`src/rtl/seg_sched_pkg.sv`:
```
// Shared types and constants for the seven-segment display scheduler.
package seg_sched_pkg;

  typedef enum logic [1:0] {
    IDLE,
    SHOW,
    PINNED
  } state_e;

  localparam int unsigned TAG_NIBBLE_LSB = 28;

  function automatic int unsigned sel_width(input int unsigned n);
    return (n <= 2) ? 1 : $clog2(n);
  endfunction

endpackage

```
`src/rtl/seg_rr_next.sv`:
```
// Combinational round-robin finder: first valid index strictly after start_in,
// wrapping, with start_in itself checked last.
module seg_rr_next #(
  parameter int unsigned N_SRC = 4,
  parameter int unsigned SEL_W = 2
) (
  input  logic [N_SRC-1:0] valid_in,
  input  logic [SEL_W-1:0] start_in,
  output logic [SEL_W-1:0] next_out,
  output logic             found_out
);

  always_comb begin
    next_out  = '0;
    found_out = 1'b0;
    for (int unsigned k = 1; k <= N_SRC; k++) begin
      for (int unsigned i = 0; i < N_SRC; i++) begin
        if (!found_out && valid_in[i] && (i == (32'(start_in) + k) % N_SRC)) begin
          next_out  = SEL_W'(i);
          found_out = 1'b1;
        end
      end
    end
  end

endmodule

```
`src/rtl/seg_display_scheduler.sv`:
```
// Round-robin time-sharing of one 8-digit seven-segment display between
// N_SRC debug sources, with pinning, dwell freeze and per-slot snapshotting.
module seg_display_scheduler
  import seg_sched_pkg::*;
#(
  parameter int unsigned N_SRC        = 4,
  parameter int unsigned DWELL_CYCLES = 50_000_000,
  parameter int unsigned SHOW_TAG     = 1,
  parameter int unsigned SEL_W        = sel_width(N_SRC)
) (
  input  logic                 clk_in,
  input  logic                 rst_in,
  input  logic [32*N_SRC-1:0]  src_val_in,
  input  logic [N_SRC-1:0]     src_valid_in,
  input  logic                 pin_en_in,
  input  logic [SEL_W-1:0]     pin_sel_in,
  input  logic                 hold_in,
  input  logic                 snapshot_en_in,
  output logic [31:0]          val_out,
  output logic [SEL_W-1:0]     src_idx_out,
  output logic                 active_out,
  output logic                 slot_start_out
);

  localparam logic [31:0] DWELL_LAST = 32'(DWELL_CYCLES - 1);

  state_e            state_q, state_d;
  logic [SEL_W-1:0]  idx_q, idx_d;
  logic [SEL_W-1:0]  last_q, last_d;
  logic [31:0]       dwell_q, dwell_d;
  logic [31:0]       val_q, val_d;
  logic              active_q, active_d;
  logic              ss_q, ss_d;

  logic [SEL_W-1:0]  rr_start, rr_next;
  logic              rr_found;
  logic              cur_valid;
  logic [31:0]       sel_val;

  // IDLE resumes the rotation after the last source shown; otherwise search after idx.
  assign rr_start = (state_q == IDLE) ? last_q : idx_q;

  seg_rr_next #(
    .N_SRC (N_SRC),
    .SEL_W (SEL_W)
  ) u_rr_next (
    .valid_in  (src_valid_in),
    .start_in  (rr_start),
    .next_out  (rr_next),
    .found_out (rr_found)
  );

  always_comb begin
    cur_valid = 1'b0;
    for (int unsigned i = 0; i < N_SRC; i++) begin
      if (32'(idx_q) == i) cur_valid = src_valid_in[i];
    end
  end

  always_comb begin
    state_d = state_q;
    idx_d   = idx_q;
    dwell_d = dwell_q;
    ss_d    = 1'b0;
    case (state_q)
      IDLE: begin
        if (pin_en_in) begin
          state_d = PINNED;
          idx_d   = pin_sel_in;
          dwell_d = '0;
          ss_d    = 1'b1;
        end else if (rr_found) begin
          state_d = SHOW;
          idx_d   = rr_next;
          dwell_d = '0;
          ss_d    = 1'b1;
        end
      end
      SHOW: begin
        if (pin_en_in) begin
          state_d = PINNED;
          idx_d   = pin_sel_in;
          dwell_d = '0;
          ss_d    = 1'b1;
        end else if (!cur_valid) begin
          dwell_d = '0;
          if (rr_found) begin
            idx_d = rr_next;
            ss_d  = 1'b1;
          end else begin
            state_d = IDLE;
          end
        end else if (!hold_in && dwell_q == DWELL_LAST) begin
          // idx is valid, so the search always succeeds (possibly reselecting idx).
          idx_d   = rr_next;
          dwell_d = '0;
          ss_d    = 1'b1;
        end else if (!hold_in) begin
          dwell_d = dwell_q + 32'd1;
        end
      end
      PINNED: begin
        dwell_d = '0;
        if (pin_en_in) begin
          idx_d = pin_sel_in;
          ss_d  = (pin_sel_in != idx_q);
        end else if (cur_valid) begin
          state_d = SHOW;
          ss_d    = 1'b1;
        end else if (rr_found) begin
          state_d = SHOW;
          idx_d   = rr_next;
          ss_d    = 1'b1;
        end else begin
          state_d = IDLE;
        end
      end
      default: state_d = IDLE;
    endcase
  end

  assign last_d = ss_d ? idx_d : last_q;

  always_comb begin
    sel_val = '0;
    for (int unsigned i = 0; i < N_SRC; i++) begin
      if (32'(idx_d) == i) sel_val = src_val_in[32*i +: 32];
    end
  end

  always_comb begin
    active_d = (state_d == SHOW) || (state_d == PINNED && 32'(idx_d) < N_SRC);
    val_d    = '0;
    if (active_d) begin
      if (snapshot_en_in && !ss_d) begin
        val_d = val_q;
      end else begin
        val_d = sel_val;
        if (SHOW_TAG != 0) val_d[TAG_NIBBLE_LSB +: 4] = 4'(idx_d);
      end
    end
  end

  always_ff @(posedge clk_in or negedge rst_in) begin
    if (!rst_in) begin
      state_q  <= IDLE;
      idx_q    <= '0;
      last_q   <= SEL_W'(N_SRC - 1);
      dwell_q  <= '0;
      val_q    <= '0;
      active_q <= 1'b0;
      ss_q     <= 1'b0;
    end else begin
      state_q  <= state_d;
      idx_q    <= idx_d;
      last_q   <= last_d;
      dwell_q  <= dwell_d;
      val_q    <= val_d;
      active_q <= active_d;
      ss_q     <= ss_d;
    end
  end

  assign val_out        = val_q;
  assign src_idx_out    = idx_q;
  assign active_out     = active_q;
  assign slot_start_out = ss_q;

endmodule
```
`config.mk`:
```
export PLATFORM = sky130hd
export DESIGN_NAME = seg_display_scheduler
export DESIGN_NICKNAME = d
export VERILOG_FILES = /design/src/rtl/seg_sched_pkg.sv /design/src/rtl/seg_rr_next.sv /design/src/rtl/seg_display_scheduler.sv
export SDC_FILE = /design/constraint.sdc
export NUM_CORES = 1
export LEC_CHECK = 0
export ABC_AREA = 1
export CAP_MARGIN = 15
export CORE_MARGIN = 3
export CORE_UTILIZATION = 30
export CTS_CLUSTER_SIZE = 14
export DETAILED_ROUTE_END_ITERATION = 10
export SYNTH_ARGS = -nofsm -noshare
export SYNTH_HDL_FRONTEND = slang
export SYNTH_SLANG_ARGS = --single-unit
```
`constraint.sdc`:
```
create_clock -name clk_in -period 4.25 [get_ports clk_in]
set_clock_uncertainty 0.15 [all_clocks]
set_input_delay 0.85 -clock clk_in [delete_from_list [all_inputs] [get_ports clk_in]]
set_output_delay 0.85 -clock clk_in [all_outputs]
set_load 0.005 [all_outputs]
```
==> flow_metrics.env <==
export IMPL_die_area_um2=18600
export IMPL_maxCapViolations=0
export IMPL_cts_root_buf="clkbuf_16"
export IMPL_worstPathArrival_ns=3.90
export IMPL_min_path_cells=2
export IMPL_drive_gt1_share_pct=8.93
export IMPL_cts_tree="yes"
export IMPL_finalWeightedCongestion=0.863
export IMPL_synthToLayoutAreaGrowth_pct=41.8
export IMPL_grt_first_pass_wirelength_mm=25.5
export IMPL_cp_max_fo=41
export IMPL_max_vdd_ir_drop_uv=222
export IMPL_status="complete, no violations"
export IMPL_ff2ff_setup_slack_ns=0.69
export IMPL_r2r_start="state_q[1]$_DFF_PN0_"
export IMPL_dr_pass1_iters=5
export IMPL_regArea_um2=1750
export IMPL_hold_end="val_out[21]$_DFFE_PN0P_"
export IMPL_dp_hpwl_mm=12.1
export IMPL_post_cts_buffers=0
export IMPL_yosysSeqAreaShare_pct=34.5
export IMPL_first_global_vias=5089
export IMPL_postSynthCellCount=766
export IMPL_multi_input_area_um2=2800
export IMPL_hold_start="val_out[21]$_DFFE_PN0P_"
export IMPL_path_cells="clkdlybuf4s50_1 -> nand3_1 -> nand2_2 -> nor2_4 -> nand4_2 -> nor2_2 -> nand4_2 -> nor2_4 -> nand4_2 -> nor2_2 -> nand2_1 -> nand2_1 -> nand2_1 -> nand2_1 -> nand2_1 -> nand2_1 -> nand2_4 -> nand2_2 -> buf_12 -> o21ai_0 -> inv_2 -> nand2_1 -> nand2_1"
export IMPL_core_area_um2=16200
export IMPL_reg2regPathDepth=26
export IMPL_nFillCells=1679
export IMPL_synth_distinct_cells=45
export IMPL_crit_path_start_kind="input pin"
export IMPL_syn_cell_area_um2=5090
export IMPL_grt_overflow_total=0
export IMPL_setup_tns_final_ns=0
export IMPL_worst_hold_slack_ns=0.326
export IMPL_cts_buffers=9
export IMPL_ys_flop_type="dfrtp_1"
export IMPL_die_height_um=136
export IMPL_cts_htree_levels=3
export IMPL_ant_nets=0
export IMPL_max_freq_ghz=0.265
export IMPL_slowest_stage="clkdlybuf4s50_1"
export IMPL_antenna_found_initial=0
export IMPL_antenna_cells=0
export IMPL_avgSynthCellArea_um2=6.64
export IMPL_path_delay_family="simple AND/OR/NAND/NOR gates"
export IMPL_drc=0
export IMPL_grt_max_degree=71
export IMPL_fin_crit_ns=3.77
export IMPL_worstReg2RegEnd="val_out[10]$_DFFE_PN0P_"
export IMPL_grt_use_total_pct=17.3
export IMPL_io_buffers=156
export IMPL_cts_hold_buf=0
export IMPL_start_util_pct=31.3
export IMPL_synth_seq_cells=70
export IMPL_cts_buffer_depth=2
export IMPL_vias_per_cell=4.70
export IMPL_worst_path_most_repeated_cell="nand2_1"
export IMPL_required_ns=4.38
export IMPL_fin_crit_sh_pct=88.8
export IMPL_power_density_nw_per_um2=436
export IMPL_hold_class="register to register"
export IMPL_die_w_um=136
export IMPL_cp_buffers_inverters=3
export IMPL_slowest_delay_ns=0.50
export IMPL_async_reset_ff_share_pct=100
export IMPL_clock_sinks=70
export IMPL_yosys_warnings=0
export IMPL_hold_viol=0
export IMPL_rows=46
export IMPL_rsz0062_at_grt="false"
export IMPL_setup_viol=0
export IMPL_crit_type="input pin to register"
export IMPL_routed_wl_mm=15.9
export IMPL_maxSlewHeadroom_pct=38.2
export IMPL_drt_iter0_drc=288
export IMPL_pin_count=175
export IMPL_report_final_slew_viol_count=0
export IMPL_synth_edf_count=0
export IMPL_wl_per_cell_um=13.9
export IMPL_cts_resized=0
export IMPL_crit_path_end_kind="register"
export IMPL_clk_pin_slew_ns=0.06
export IMPL_vias=5386
export IMPL_worst_pin_slew_ns=0.927
export IMPL_clk_latency_ns=0.34
export IMPL_nets=1064
export IMPL_leakage_nw=3.23
## through the flow
stage / std cells / worst slack (ns) / power, mW / cell area (µm²) / utilization (%)
after floorplan: 767 / 0.983 / 1.79 / 5090 / -
after global placement: 1129 / 0.148 / 2.44 / 6920 / 42.7
after detailed placement: 1129 / 0.121 / 2.44 / 6920 / 42.7
after CTS: 1145 / 0.466 / 3.19 / 7210 / 44.4
after global routing: 1145 / 0.0911 / 3.42 / 7210 / 44.4
final: 1145 / 0.477 / 3.14 / 7210 / 44.4
## logic make-up after synthesis
kind of cell             share of synthesized area, %
AO/OA/AOI/OAI                                    12.4
XOR/XNOR                                        0.517
buffers and inverters                            10.6
AND/OR/NAND/NOR                                  41.7
other                                          0.0737
adder cells (fa/ha/maj)                         0.246
flip-flops                                       34.5
## final cells by class
type | count | area share (%)
sequential | 70 | 24.3
inverter | 97 | 5.05
clock inverter | 3 | 0.243
multi-input combinational | 571 | 38.8
clock buffer | 13 | 3.75
tap | 216 | 3.75
timing repair buffer | 175 | 24.1
## tightest hold or removal path, stage by stage, from the launching register on
cell and delay (ns):
dfrtp_1 0.34, nand2_1 0.05, nand2_1 0.05
## layout by cell type (no fill, tap or decap), drive strengths merged, types with 3 or more instances in the layout
| cell type | n |
|---|---|
| a21oi | 24 |
| xor2 | 3 |
| nand3 | 53 |
| nor3 | 17 |
| o21ai | 62 |
| or2 | 28 |
| clkbuf | 13 |
| nor2 | 59 |
| o21bai | 13 |
| clkinv | 3 |
| nor4 | 7 |
| buf | 20 |
| nand2 | 245 |
| clkdlybuf4s50 | 155 |
| dfrtp | 68 |
| o21a | 5 |
| nand4 | 28 |
| nand3b | 13 |
| inv | 96 |
## power breakdown
| part | internal [mW] | switching, mW |
|---|---|---|
| Clock | 0.441 | 0.286 |
| Sequential | 0.814 | 0.0917 |
| Combinational | 0.700 | 0.810 |
## sequential cells by signal, summed over array words and instances, names as in the netlist
name            cells
state_q             2
slot_start_out      1
active_out          1
src_idx_out         2
last_q              2
dwell_q            32
val_out            30
## worst max-delay path by stage
stage                     depth (start not counted)                       to            start
after floorplan                                  25  val_out[18]$_DFFE_PN0P_  src_valid_in[1]
after global placement                           23  val_out[14]$_DFFE_PN0P_  src_valid_in[2]
after detailed placement                         23  val_out[10]$_DFFE_PN0P_  src_valid_in[2]
after CTS                                        23  val_out[10]$_DFFE_PN0P_  src_valid_in[2]
after global routing                             22  val_out[10]$_DFFE_PN0P_  src_valid_in[2]
final                                            23  val_out[10]$_DFFE_PN0P_  src_valid_in[3]
## synthesized netlist by cell type (2+ instances only)
| master | number | area share (%) |
|---|---|---|
| buf_4 | 6 | 0.89 |
| a31oi_1 | 2 | 0.25 |
| or2_2 | 12 | 1.5 |
| a21oi_1 | 23 | 2.3 |
| nor2_4 | 4 | 0.89 |
| nor4_1 | 7 | 0.86 |
| nand2_2 | 4 | 0.49 |
| nand4_2 | 3 | 0.74 |
| xor2_1 | 3 | 0.52 |
| o21bai_1 | 13 | 1.9 |
| o21ai_2 | 3 | 0.52 |
| nand2_4 | 3 | 0.66 |
| or2_0 | 5 | 0.62 |
| o21a_1 | 5 | 0.74 |
| nand2_1 | 238 | 18 |
| nor3_1 | 16 | 1.6 |
| nand3_2 | 2 | 0.39 |
| nand3b_1 | 13 | 1.9 |
| o21ai_1 | 2 | 0.20 |
| buf_6 | 4 | 0.89 |
| clkbuf_1 | 8 | 0.59 |
| or2_1 | 11 | 1.4 |
| nand4_1 | 25 | 3.1 |
| buf_2 | 10 | 0.98 |
| nor3b_1 | 2 | 0.30 |
| dfstp_2 | 2 | 1.0 |
| dfrtp_1 | 68 | 33 |
| nor2_2 | 5 | 0.62 |
| inv_2 | 8 | 0.59 |
| and2_1 | 2 | 0.25 |
| nand3_1 | 51 | 5.0 |
| nor2_1 | 50 | 3.7 |
| inv_1 | 88 | 6.5 |
| o21ai_0 | 57 | 5.6 |
## per-layer routing
| layer | up-vias | share of wire, % | global-route usage (%) |
|---|---|---|---|
| met5 | - | 0 | 0 |
| met4 | 0 | 1.6 | 5.32 |
| met3 | 17 | 4.3 | 3.59 |
| met2 | 108 | 49 | 28.7 |
| met1 | 2470 | 45 | 22.6 |
| li1 | 2791 | - | - |
Note: power is estimated with default switching activity, not from simulation.
